<file path="src/rtl/driver_fifo_interface.sv">
// Avalon-ST sink that buffers audio samples in a FIFO, drained by software through
// a 4-register Avalon-MM slave, with a level-threshold interrupt.
module driver_fifo_interface #(
    parameter int DATA_SIZE  = 28,
    parameter int DEPTH      = 16,
    parameter int IRQ_THRESH = 8,
    parameter int SIGN_EXT   = 0
) (
    input  logic                 clk,
    input  logic                 rst,
    input  logic                 chipselect,
    input  logic [1:0]           address,
    input  logic                 read,
    input  logic                 write,
    input  logic [31:0]          writedata,
    output logic [31:0]          read_data,
    input  logic                 source_valid,
    input  logic [DATA_SIZE-1:0] source_data,
    output logic                 source_ready,
    output logic                 irq
);
    localparam int AW = $clog2(DEPTH);
    localparam int LW = AW + 1;
    localparam logic [LW-1:0] DEPTH_L    = LW'(DEPTH);
    localparam logic [LW-1:0] THRESH_RST = LW'(IRQ_THRESH);

    function automatic logic [31:0] extend_sample(input logic [DATA_SIZE-1:0] s);
        logic [31:0] r;
        if (SIGN_EXT != 0) begin
            r = 32'($signed(s));
        end else begin
            r = 32'(s);
        end
        return r;
    endfunction

    logic [DATA_SIZE-1:0] mem_q [DEPTH];
    logic [AW-1:0] wr_ptr_q, wr_ptr_d, rd_ptr_q, rd_ptr_d;
    logic [LW-1:0] level_q, level_d, thresh_q, thresh_d, thresh_wr_s;
    logic [31:0]   read_data_q, read_data_d, status_s, control_s;
    logic          underflow_q, underflow_d, irq_en_q, irq_en_d, irq_q, irq_d;
    logic          rd_s, wr_s, push_s, pop_s, flush_s, empty_s, full_s;
    logic          unused_wd_s;

    assign rd_s         = chipselect && read;
    assign wr_s         = chipselect && write && !read;
    assign empty_s      = (level_q == {LW{1'b0}});
    assign full_s       = (level_q == DEPTH_L);
    assign source_ready = !rst && !full_s;
    assign push_s       = source_valid && source_ready;
    assign pop_s        = rd_s && (address == 2'd0) && !empty_s;
    assign flush_s      = wr_s && (address == 2'd3) && writedata[1];
    assign thresh_wr_s  = writedata[16 +: LW];
    assign unused_wd_s  = ^{writedata[31:16+LW], writedata[15:2]};
    assign read_data    = read_data_q;
    assign irq          = irq_q;

    // Sample storage; contents survive reset and flush, only pointers move.
    always_ff @(posedge clk) begin
        if (push_s) begin
            mem_q[wr_ptr_q] <= source_data;
        end
    end

    // Pointer and level bookkeeping; flush overrides a concurrent push or pop.
    always_comb begin
        wr_ptr_d = wr_ptr_q;
        rd_ptr_d = rd_ptr_q;
        level_d  = level_q;
        if (flush_s) begin
            wr_ptr_d = {AW{1'b0}};
            rd_ptr_d = {AW{1'b0}};
            level_d  = {LW{1'b0}};
        end else begin
            if (push_s) begin
                wr_ptr_d = wr_ptr_q + AW'(1'b1);
            end else begin
                wr_ptr_d = wr_ptr_q;
            end
            if (pop_s) begin
                rd_ptr_d = rd_ptr_q + AW'(1'b1);
            end else begin
                rd_ptr_d = rd_ptr_q;
            end
            if (push_s && !pop_s) begin
                level_d = level_q + LW'(1'b1);
            end else if (pop_s && !push_s) begin
                level_d = level_q - LW'(1'b1);
            end else begin
                level_d = level_q;
            end
        end
    end

    // Register map: read mux, control/command writes and interrupt level.
    always_comb begin
        status_s = 32'd0;
        status_s[LW-1:0] = level_q;
        status_s[16] = empty_s;
        status_s[17] = full_s;
        status_s[18] = underflow_q;
        status_s[19] = irq_q;
        control_s = 32'd0;
        control_s[0] = irq_en_q;
        control_s[16 +: LW] = thresh_q;

        read_data_d = read_data_q;
        underflow_d = underflow_q;
        irq_en_d    = irq_en_q;
        thresh_d    = thresh_q;
        if (rd_s) begin
            case (address)
                2'd0:    read_data_d = empty_s ? 32'd0 : extend_sample(mem_q[rd_ptr_q]);
                2'd1:    read_data_d = status_s;
                2'd2:    read_data_d = control_s;
                default: read_data_d = 32'd0;
            endcase
        end else begin
            read_data_d = read_data_q;
        end
        if (wr_s && (address == 2'd2)) begin
            irq_en_d = writedata[0];
            thresh_d = (thresh_wr_s > DEPTH_L) ? DEPTH_L : thresh_wr_s;
        end else begin
            irq_en_d = irq_en_q;
            thresh_d = thresh_q;
        end
        // Clear first so that a simultaneous new underflow takes precedence.
        if (wr_s && (address == 2'd3) && writedata[0]) begin
            underflow_d = 1'b0;
        end else begin
            underflow_d = underflow_q;
        end
        if (rd_s && (address == 2'd0) && empty_s) begin
            underflow_d = 1'b1;
        end else begin
            underflow_d = underflow_d;
        end
        irq_d = irq_en_q && (thresh_q != {LW{1'b0}}) && (level_d >= thresh_q)
                && (level_d != {LW{1'b0}});
    end

    // State registers with synchronous reset.
    always_ff @(posedge clk) begin
        if (rst) begin
            wr_ptr_q    <= {AW{1'b0}};
            rd_ptr_q    <= {AW{1'b0}};
            level_q     <= {LW{1'b0}};
            read_data_q <= 32'd0;
            underflow_q <= 1'b0;
            irq_en_q    <= 1'b0;
            thresh_q    <= THRESH_RST;
            irq_q       <= 1'b0;
        end else begin
            wr_ptr_q    <= wr_ptr_d;
            rd_ptr_q    <= rd_ptr_d;
            level_q     <= level_d;
            read_data_q <= read_data_d;
            underflow_q <= underflow_d;
            irq_en_q    <= irq_en_d;
            thresh_q    <= thresh_d;
            irq_q       <= irq_d;
        end
    end
endmodule

</file>
<file path="config.mk">
export PLATFORM = sky130hd
export DESIGN_NAME = driver_fifo_interface
export DESIGN_NICKNAME = d
export VERILOG_FILES = /design/src/rtl/driver_fifo_interface.sv
export SDC_FILE = /design/constraint.sdc
export NUM_CORES = 1
export LEC_CHECK = 0
export CORE_UTILIZATION = 45
export DETAILED_ROUTE_END_ITERATION = 16
export SETUP_SLACK_MARGIN = 0.1
export SYNTH_ARGS = -nofsm -noshare
export SYNTH_HDL_FRONTEND = slang
export SYNTH_SLANG_ARGS = --single-unit
</file>
<file path="constraint.sdc">
create_clock -name clk -period 4.5 [get_ports clk]
set_input_delay 0.45 -clock clk [delete_from_list [all_inputs] [get_ports clk]]
set_output_delay 0.45 -clock clk [all_outputs]
set_load 0.05 [all_outputs]
</file>
==> impl_metrics.tcl, run 1 <==
set metrics [dict create \
    clock_latency_ns 0.59 \
    clkPwrFrac_pct 42.9 \
    max_freq_mhz 311.2 \
    synthCells 945 \
    port_buffers 72 \
    grt_pass1_wl_um 62990 \
    fillCellCount 3305 \
    layout_commonest_cell "edfxtp_1" \
    combPwrFrac_pct 4.0 \
    grt_setup_unrepaired "false" \
    die-area_um2 43980 \
    ctsResizeCount 0 \
    n_antenna_cell 0 \
    setup.worst_path.class "flip-flop to flip-flop" \
    cts.path.max_buffers 3 \
    rows 75 \
    start_util_pct 45.98 \
    wl_per_cell_um 25.82 \
    start_kind "flip-flop" \
    cp.arrival_ns 3.68 \
    multi_input_area_um2 4691 \
    ys_seq_area_share_pct 74.75 \
    critPathLaunch "level_q[1]$_SDFF_PP0_" \
    grt_overflow_total 0 \
    cap_viol_max_count 0 \
    synthFlopType "edfxtp_1" \
    post_cts_buffers 0 \
    coreArea_um2 42230 \
    layout_common_cells "448 x edfxtp_1, 135 x mux4_2, 71 x clkdlybuf4s50_1, 54 x clkbuf_16, 49 x dfxtp_1" \
    io_pins 102 \
    die_height_um 209.7 \
    ant_nets 0 \
    ir_drop_mv 0.2962 \
    vias 9358 \
    grt_pass1_vias 9711 \
    async_reset_ff_share_pct 0 \
    finalCriticalPeriod_ns 3.213 \
    vias_per_cell 5.731 \
    drt_wl_total_um 42170 \
    seq_area_um2 14520 \
    die_x_um 209.7 \
    outcome "completed" \
    tritoncts "done" \
    root_buffer "clkbuf_16" \
    finalSetupViolCount 0 \
    drt-pass1-iter-count 4 \
    p_int_w 0.007670 \
    slew_violations 0 \
    synth_seq_cells 501 \
    p_leak_nw 6.918 \
    p_total_w 0.009643 \
    drive_gt1_share_pct 24.50 \
    cts_buffers 52 \
    drc_errors 0 \
    grtUsageTotal_pct 19.85 \
    clkSinkCount 501 \
    netSwitchingPower_w 0.001973 \
    dp.cells 1535 \
    finClkSkew_ns 0.02530 \
    worst_pin_slew_ns 0.9965 \
    synth.cell_area_um2 19420 \
    dpl.hpwl_um 23950 \
    synth_cell_types 47 \
    finalNonFillerCells 1633 \
    synth_edf_count 448 \
    cp.required_ns 4.97 \
    avgSynthCellArea_um2 20.55 \
    antenna_found_initial 2 \
    hold_violations 0 \
    pwr-share-seq_pct 53.1 \
    p_sw_share_pct 20.46 \
    period_share_pct 71.41 \
    grt_max_degree 43 \
    gp_congestion 0.7871 \
    power_density_nw_per_um2 426.0 \
    crit_path_end_kind "flip-flop" \
    cts_max_level 2 \
    path_max_fanout 9 \
    finalNetCount 1130 \
    tns_ns 0 \
    dr.first_iter.drc_count 798 \
    slew-limit-headroom_pct 33.56 \
    clk_pin_slew_ns 0.06 \
    yosys_warnings 0 \
    hold_buffers 0 \
    hp-class "input port to flip-flop" \
    synthToLayoutAreaGrowth_pct 16.59 \
    reg2reg_from "level_q[1]$_SDFF_PP0_" \
    hp-start "rst" \
]
kinds of logic (layout without fill, tap and decap cells):
logic type,after synthesis,count (layout),synth area share (%)
xor gates and xnor gates,8,8,0.3608
buffers and inverters,67,213,1.740
DFF,501,501,74.75
AOI/OAI and AO/OA,77,77,2.694
other,1,4,0.01931
and+or+nand+nor,132,132,3.357
adders and majority gates,12,12,0.7733
muxes,147,147,16.30
power groups by stage:
stage / Combinational [W] / Clock, W / Sequential (W)
2_1_floorplan: 0.000222 / 0 / 0.00522
3_3_place_gp: 0.000384 / 0 / 0.00522
3_5_place_dp: 0.000389 / 0 / 0.00522
4_1_cts: 0.000391 / 0.00422 / 0.00512
5_1_grt: 0.000418 / 0.00440 / 0.00512
6_report: 0.000385 / 0.00413 / 0.00512
through the flow:
stage,cell area (µm²),hold WS (ns),setup WS (ns),util [%]
2_1_floorplan,19430,0.4453,0.7542,-
3_3_place_gp,20990,0.4691,1.007,49.70
3_5_place_dp,20990,0.4747,0.9808,49.70
4_1_cts,22640,0.4149,1.277,53.61
5_1_grt,22640,0.4572,0.9908,53.61
6_report,22640,0.4457,1.287,53.61
synthesized netlist by cell type, drive strengths merged (2+ instances only):
cell type	n	area share (%)
a211oi	6	0.23
a21o	3	0.12
a21oi	18	0.48
a221oi	2	0.090
a22oi	24	0.93
a31oi	4	0.13
and2	4	0.13
buf	28	0.99
clkbuf	28	0.54
dfxtp	53	5.5
edfxtp	448	69
ha	12	0.77
inv	11	0.21
mux2	4	0.23
mux2i	8	0.41
mux4	135	16
nand2	30	0.58
nand2b	7	0.23
nand3	6	0.15
nand3b	6	0.23
nand4	2	0.064
nand4bb	2	0.12
nor2	51	1.0
nor2b	9	0.29
nor3	8	0.21
nor3b	2	0.077
o211ai	5	0.19
o21ai	10	0.26
xnor2	4	0.18
xor2	4	0.18
final cells by class:
class                           instances  share of cell area, %
Multi-Input combinational cell        380                  20.72
Clock buffer                           73                  6.373
Tap cell                              539                  2.979
Clock inverter                         25                 0.9230
Sequential cell                       501                  64.16
Timing Repair Buffer                  104                  4.665
Inverter                               11                 0.1824
worst max-delay path, stage by stage (launching register included):
cell      delay, ns
dfxtp_1        0.50
inv_1          0.08
ha_1           0.24
nor3b_1        0.18
a21oi_2        0.49
xnor2_1        0.16
xnor2_1        0.20
nand2_1        0.10
ha_1           0.29
nand2b_1       0.14
a21o_1         0.17
a21o_1         0.17
a21o_1         0.17
a21oi_1        0.14
a211oi_1       0.07
state kept, by name, indices dropped and copies added (netlist names), named ones only:
register and count:
irq_en_q 1, level_q 5, read_data 28, wr_ptr_q 4, irq 1, underflow_q 1
mem_q 448, thresh_q 5, rd_ptr_q 4
metal layers:
metal / track usage, % / wire (µm) / vias to the layer above
li1: - / - / 4102
met1: 26.88 / 18150 / 4974
met2: 33.34 / 21370 / 214
met3: 3.172 / 1795 / 64
met4: 5.839 / 826 / 4
met5: 0 / 25 / -
worst paths after layout:
check                          endpoint  slack (ns)  cells after the start
max reg2reg              irq$_SDFF_PP0_        1.29                     14
min            wr_ptr_q[0]$_SDFFE_PP0P_        0.45                      5
max                      irq$_SDFF_PP0_        1.29                     14
min reg2reg  read_data[20]$_SDFFE_PP0N_        0.48                      2
No activity file was read; power rests on OpenSTA's default activity.
==> inputs of run 2 (changes only) <==
- clock period: 4.5 -> 3.2 ns (I/O delays scaled with it)
==> impl_metrics.tcl, run 2 (same netlist as run 1, synthesis figures left out) <==
set metrics [dict create \
    root_buffer "clkbuf_16" \
    vias_per_cell 5.737 \
    dp.cells 1556 \
    hold_violations 0 \
    largest_reg_flops 448 \
    tns_ns 0 \
    clk_pin_slew_ns 0.06 \
    hold_slack_ns 0.1508 \
    gp_congestion 0.7762 \
    max_freq_mhz 348.0 \
    finalSetupViolCount 0 \
    period_share_pct 89.81 \
    layout_commonest_cell "edfxtp_1" \
    antenna_found_initial 1 \
    dpl.hpwl_um 23860 \
    layout_common_cells "448 x edfxtp_1, 135 x mux4_2, 71 x clkdlybuf4s50_1, 52 x clkbuf_16, 48 x dfxtp_1" \
    crit_chain "inv_1 -> ha_2 -> nor4b_4 -> o211ai_1 -> buf_4 -> a311oi_2 -> ha_1 -> a21o_1 -> a21o_1 -> a21o_1 -> a21oi_1 -> a211oi_1" \
    grt_pass1_wl_um 63240 \
    ir_drop_mv 0.4316 \
    cts_buffers 51 \
    drt-pass1-iter-count 5 \
    regMostFlops "mem_q" \
    cts_max_level 2 \
    p_leak_nw 7.095 \
    cp.arrival_ns 3.32 \
    setup.worst_path.class "flip-flop to flip-flop" \
    slew_violations 0 \
    drt_wl_total_um 42510 \
    coreArea_um2 42230 \
    finalCriticalPeriod_ns 2.874 \
    dr.first_iter.drc_count 861 \
    slowest_delay_ns 0.43 \
    grt_pass1_vias 9636 \
    hold_buffers 0 \
    grt_setup_unrepaired "false" \
    finalNetCount 1150 \
    finalNonFillerCells 1652 \
    path_max_fanout 6 \
    vias 9477 \
    drive_gt1_share_pct 27.22 \
    grt_max_degree 46 \
    crit_slowest_cell "nor4b_4" \
    cpMostUsedCell "a21o_1" \
    clkSinkCount 501 \
    die_height_um 209.7 \
    cp.required_ns 3.65 \
    power_density_nw_per_um2 604.3 \
    die-area_um2 43980 \
    die_x_um 209.7 \
    n_antenna_cell 0 \
    io_pins 102 \
    hp-class "input port to flip-flop" \
    outcome "completed" \
    slew-limit-headroom_pct 48.27 \
    grt_overflow_total 0 \
    synthToLayoutAreaGrowth_pct 18.65 \
    start_kind "flip-flop" \
    tritoncts "done" \
    worst_pin_slew_ns 0.7759 \
    ant_nets 0 \
    crit_path_end_kind "flip-flop" \
    cts.path.max_buffers 3 \
    drc_errors 0 \
    finClkSkew_ns 0.02785 \
    port_buffers 72 \
    clock_latency_ns 0.60 \
    wl_per_cell_um 25.73 \
    grtUsageTotal_pct 19.97 \
    start_util_pct 45.98 \
    rows 75 \
    cap_viol_max_count 0 \
]
-- run 2: cell count changes in the layout (fill, tap and decap cells not counted), moves of 2 or more --
cell / previous run / this run
clkbuf_1: 17 / 9
buf_12: 8 / 15
clkbuf_16: 54 / 52
nor3_2: 4 / 0
clkbuf_8: 2 / 11
bufinv_16: 3 / 6
buf_4: 24 / 38
nor3_4: 0 / 4
clkinv_1: 10 / 5
-- run 2: area by class of cell --
type	instances	area, µm²
repair buffers	125	1301
clock buffers	72	1486
fillers	3252	19190
well taps	539	674.4
clock inverters	24	285.3
inverters	11	41.29
flip-flops and latches	501	14530
multi-input cells	380	4723
-- run 2: power breakdown --
part / total, W / internal, W / switching, W
registers: 0.00719 / 0.00717 / 0.0000226
logic: 0.000590 / 0.000260 / 0.000330
clock network: 0.00614 / 0.00372 / 0.00242
-- run 2: path summary, 6_finish.rpt --
kind | from | to | slack [ns] | depth (start not counted)
hold reg to reg | read_data[20]$_SDFFE_PP0N_ | read_data[20]$_SDFFE_PP0N_ | 0.48 | 2
hold / removal | rst | level_q[2]$_SDFF_PP0_ | 0.15 | 2
setup / recovery | level_q[0]$_SDFF_PP0_ | irq$_SDFF_PP0_ | 0.33 | 12
setup reg to reg | level_q[0]$_SDFF_PP0_ | irq$_SDFF_PP0_ | 0.33 | 12
-- run 2: timing repair --
item | in CTS | in global routing
setup buffers | 0 | 0
setup endpoints to repair | 0 | 1
resized for setup | 0 | 3
-- run 2: routing by layer --
layer | share of wire (%) | GRT usage [%]
met1 | 44 | 28.36
met2 | 49 | 32.58
met3 | 5.9 | 3.412
met4 | 1.5 | 4.480
met5 | 0.026 | 0
-- run 2: critical path: cells and delay by family (launching register included) --
family          cells  cell delay [ns]
buf+inv             2             0.26
simple gates        1             0.43
flops               1             0.36
compound gates      7             1.21
fa+ha+maj           2             0.48
-- run 2: through the flow --
step,setup WS (ns),util [%],cell area [µm²],total power [W]
after floorplan,0.2012,-,19450,0.007657
after global placement,0.1111,50.34,21260,0.007905
after detailed placement,0.06301,50.34,21260,0.007914
after CTS,0.2034,54.53,23030,0.01406
after global routing,0.1274,54.55,23040,0.01435
final,0.3261,54.55,23040,0.01392
